[config.mk]
export PLATFORM = sky130hd
export DESIGN_NAME = led_tick_gen
export DESIGN_NICKNAME = d
export VERILOG_FILES = /design/src/rtl/led_tick_gen.sv
export SDC_FILE = /design/constraint.sdc
export NUM_CORES = 1
export LEC_CHECK = 0
export BUFFER_PORTS_ARGS = -buffer_cell sky130_fd_sc_hd__buf_2
export CORE_ASPECT_RATIO = 0.7
export CORE_UTILIZATION = 45
export CTS_CLUSTER_DIAMETER = 150
export DETAILED_ROUTE_END_ITERATION = 10
export GPL_TIMING_DRIVEN = 0
export PLACE_DENSITY_LB_ADDON = 0.12
export REMOVE_ABC_BUFFERS = 1
export SLEW_MARGIN = 20
export SYNTH_ARGS = -nofsm -noshare
export SYNTH_HDL_FRONTEND = slang
export SYNTH_SLANG_ARGS = --single-unit
[constraint.sdc]
create_clock -name clk -period 2.6 [get_ports clk]
set_clock_uncertainty 0.1 [all_clocks]
set_input_delay 0 -clock clk [delete_from_list [all_inputs] [get_ports clk]]
set_output_delay 0 -clock clk [all_outputs]
set_load 0.01 [all_outputs]
[src/rtl/led_tick_gen.sv]
// led_tick_gen
// ------------
// LED-rate generator. Divides the system clock into a square-wave LED strobe
// (clk_show) and a one-cycle tick that fires on every clk_show toggle.
//
// Ports:
//   clk        system clock, rising edge
//   rst        asynchronous active-low reset
//   en         count enable; low freezes counter, clk_show, cur_speed and the
//              active divisor (tick is forced low while frozen)
//   restart    synchronous restart, active high, wins over en
//   speed      mode select: 0..2 pick DIV0..DIV2, 3 picks div_in
//   div_in     programmable half-period used when speed == 3
//   clk_show   LED strobe, toggles every active half-period
//   tick       one-cycle pulse on each clk_show toggle
//   cur_speed  mode currently in force
//
// The active divisor is a registered copy of the selected source. It is only
// reloaded at a half-period boundary (terminal count) or on restart, so a
// speed or div_in change never shortens or stretches the half-period that is
// already in progress, and clk_show never glitches. All outputs are flops.

module led_tick_gen #(
  parameter int unsigned CNT_W = 16,
  parameter int unsigned DIV0  = 11,
  parameter int unsigned DIV1  = 41,
  parameter int unsigned DIV2  = 200
) (
  input  logic             clk,
  input  logic             rst,
  input  logic             en,
  input  logic             restart,
  input  logic [1:0]       speed,
  input  logic [CNT_W-1:0] div_in,
  output logic             clk_show,
  output logic             tick,
  output logic [1:0]       cur_speed
);

  localparam logic [CNT_W-1:0] DIV0_V = CNT_W'(DIV0);
  localparam logic [CNT_W-1:0] DIV1_V = CNT_W'(DIV1);
  localparam logic [CNT_W-1:0] DIV2_V = CNT_W'(DIV2);
  localparam logic [CNT_W-1:0] ONE_V  = CNT_W'(1);

  // A zero half-period is meaningless; treat it as one cycle.
  function automatic logic [CNT_W-1:0] clamp(input logic [CNT_W-1:0] v);
    return (v == '0) ? ONE_V : v;
  endfunction

  localparam logic [CNT_W-1:0] DIV_RST = clamp(DIV0_V);

  logic [CNT_W-1:0] cnt_q;
  logic [CNT_W-1:0] div_q;
  logic [CNT_W-1:0] sel_div;
  logic             terminal;

  // Divisor source for the next load point, already clamped.
  always_comb begin
    sel_div = DIV_RST;
    case (speed)
      2'd0:    sel_div = clamp(DIV0_V);
      2'd1:    sel_div = clamp(DIV1_V);
      2'd2:    sel_div = clamp(DIV2_V);
      default: sel_div = clamp(div_in);
    endcase
  end

  // div_q is never 0, so div_q - 1 cannot wrap.
  assign terminal = (cnt_q == (div_q - ONE_V));

  always_ff @(posedge clk or negedge rst) begin
    if (!rst) begin
      cnt_q     <= '0;
      div_q     <= DIV_RST;
      clk_show  <= 1'b0;
      tick      <= 1'b0;
      cur_speed <= 2'd0;
    end else if (restart) begin
      cnt_q     <= '0;
      div_q     <= sel_div;
      clk_show  <= 1'b0;
      tick      <= 1'b0;
      cur_speed <= speed;
    end else if (en) begin
      if (terminal) begin
        cnt_q     <= '0;
        div_q     <= sel_div;
        clk_show  <= ~clk_show;
        tick      <= 1'b1;
        cur_speed <= speed;
      end else begin
        cnt_q <= cnt_q + ONE_V;
        tick  <= 1'b0;
      end
    end else begin
      // Frozen: everything holds except tick, which must not stretch.
      tick <= 1'b0;
    end
  end

endmodule
==> qor.csv <==
metric,value,unit
violations,setup timing,
synthTopCellsByArea,"dfrtp_1 (35%), xnor2_1 (7.4%), mux2i_1 (6.0%)",
yosysTopAreaCell,dfrtp_1,
drv_slew,0,
layout_common_cells,"dfrtp_1 (30), nand2_1 (26), buf_2 (25), dlygate4sd3_1 (22), xnor2_1 (20)",
crit_path_end_kind,flip-flop,
setup_viol,26,
power.density,437.1,nW/um^2
switching_share,29.35,%
layout.nets,335,
worst_slack,-100.3,ps
fin_util,64.91,%
num_rows,21,
fillers,413,
crit_fanout,10,
synth_area,2355,sq um
port_buffers,25,
start_util,47.92,%
finalCritPeriodShare,103.9,%
area_growth,35.44,%
finalWeightedCongestion,0.8196,
fp.dieH,62.52,um
core,4913,sq um
synthCells,248,
gr-total-overflow,0,
numCtsBuffers,5,
pin_count,26,
clockBufferDepth,2,
drt_wl_total,5933,um
cts-root-buf,clkbuf_8,
clk_latency,290,ps
hold_depth,4,
seq_power_share,45.2,%
worstReg2RegEnd,div_q[14]$_DFFE_PN0P_,
hold_path_class,in2reg,
drtPass1Iterations,4,
dieArea,5531,sq um
synth-edff-count,0,
antennaDiodeCount,0,
crit_arrival,2780,ps
r2r_start,div_q[0]$_DFFE_PN1P_,
mostFrequentLayoutCell,dfrtp_1,
wire_per_inst,15.57,um
pwr-share-clk,30.6,%
critPathLaunchType,flip-flop,
maxSlewHeadroom,46.24,%
p_int,0.9849,mW
synth.distinct_cells,51,
fmax,370.3,MHz
status,"finished, violations left",
switchingPower,0.4091,mW
drive_gt1_share,30.77,%
yosys_warnings,0,
path_clk_slew,80,ps
pwr-share-comb,24.2,%
htree_num_levels,2,
ant_nets,0,
rr_worst_depth,10,
drc,0,
synth_seq_cells,36,
cts_tree,built,
crit_required,2680,ps
drt-vias-per-instance,5.276,
die_w,88.46,um
grt_max_degree,37,
grt_pass1_vias,1954,
place_area,2519,sq um
fin_area,3189,sq um
finalNonFillerCells,381,
clkSinkCount,36,
hpwl,3831,um
fin_crit,2700,ps
async_flop_share,100.0,%
startpoint,div_q[0]$_DFFE_PN1P_,
grt_usage,23.03,%
worst-slew-pin-transition,806.4,ps
syn_avg_cell_area,9.495,sq um
vias,2010,
hold_viol,0,
grt_pass1_wl,9708,um
rrSetupSlack,-100,ps
crit_type,reg2reg,
ys_seq_area_share,38.42,%
crit_path_end,div_q[14]$_DFFE_PN0P_,
p_leak,1.455,nW
cap_violations,0,
antenna_found_initial,0,
dp_cells,332,
synth_top_area_share,35.07,%
rsz0062_at_grt,true,
ys.flop_type,dfrtp_1,
ir_drop,0.0002261,V
drt_iter0_drc,120,
worst min-delay path by stage:
stage | from | to
global placement | rst | cnt_q[15]$_DFFE_PN0P_
global route | div_in[5] | div_q[5]$_DFFE_PN0P_
finish | div_in[5] | div_q[5]$_DFFE_PN0P_
CTS | div_in[5] | div_q[5]$_DFFE_PN0P_
floorplan | rst | clk_show$_DFFE_PN0P_
detailed placement | rst | cnt_q[15]$_DFFE_PN0P_
routing by layer:
metal | up-vias | global-route usage, % | part of all wire (%)
met5 | - | 0 | 0
met4 | 0 | 4.637 | 0.84
met3 | 6 | 4.491 | 4.1
met2 | 41 | 33.56 | 46
met1 | 977 | 35.18 | 49
li1 | 986 | - | -
critical path, stage by stage, from the launching register on:
cell and delay, ps:
dfstp_2 600, inv_2 60, ha_4 160, nor2b_4 120, or3_4 330, a311oi_2 200, nand3_1 150, nor2_4 150
a41oi_4 200, clkbuf_16 230, mux2_4 290
cell families after synthesis:
group | Yosys count | synth area share, %
flops | 36 | 38.42
xor+xnor | 31 | 11.53
fa+ha+maj | 2 | 1.063
buf+inv | 30 | 6.216
mux | 21 | 10.10
compound gates | 27 | 8.820
simple gates | 101 | 23.86
cells in the mapped netlist, types with 5 or more instances:
cell and n:
and2_1 14, and3_1 6, clkbuf_1 5, dfrtp_1 33, inv_1 19, mux2_4 5, mux2i_1 14, nand2_1 26
nand3_1 9, nand4_1 8, nor2_1 10, nor4_1 7, o21ai_0 5, xnor2_1 20, xor2_1 11
power by group through the flow:
| stage | sequential [mW] | combinational [mW] | clock [mW] |
|---|---|---|---|
| 6_report | 0.631 | 0.337 | 0.426 |
| 2_1_floorplan | 0.628 | 0.148 | 0 |
| 3_5_place_dp | 0.638 | 0.222 | 0 |
| 5_1_grt | 0.635 | 0.367 | 0.467 |
| 4_1_cts | 0.628 | 0.305 | 0.442 |
| 3_3_place_gp | 0.637 | 0.216 | 0 |
repair_timing:
action | in CTS | in global routing
pin swaps | 8 | 6
hold buffers | 22 | 0
setup buffers | 12 | 5
resized for setup | 15 | 19
hold endpoints to repair | 52 | 0
endpoints found under the setup margin | 35 | 36
gates cloned | 1 | 1
area by class of cell:
| class | instances | area [sq um] | area share [%] |
|---|---|---|---|
| clock buffer | 6 | 82.58 | 2.589 |
| clock inverter | 2 | 15.01 | 0.4708 |
| inverter | 19 | 71.32 | 2.236 |
| multi-input combinational | 182 | 1434 | 44.96 |
| sequential | 36 | 908.4 | 28.48 |
| tap | 69 | 86.33 | 2.707 |
| timing repair buffer | 67 | 591.8 | 18.56 |
through the flow:
step | TNS (ps) | worst slack, ps | hold slack, ps | total power, mW
2_1_floorplan | -7127 | -362.1 | -395.6 | 0.7762
3_3_place_gp | -21090 | -790.4 | 42.93 | 0.8528
3_5_place_dp | -14530 | -648.1 | 43.93 | 0.8600
4_1_cts | -1935 | -126.9 | 71.77 | 1.375
5_1_grt | -3943 | -184.9 | 82.56 | 1.469
6_report | -1340 | -100.3 | 69.69 | 1.394
flip-flops by register name, summed over array words and instances (netlist names):
register	cells
clk_show	1
cnt_q	16
cur_speed	2
div_q	16
tick	1
(Power assumes the default switching activity.)
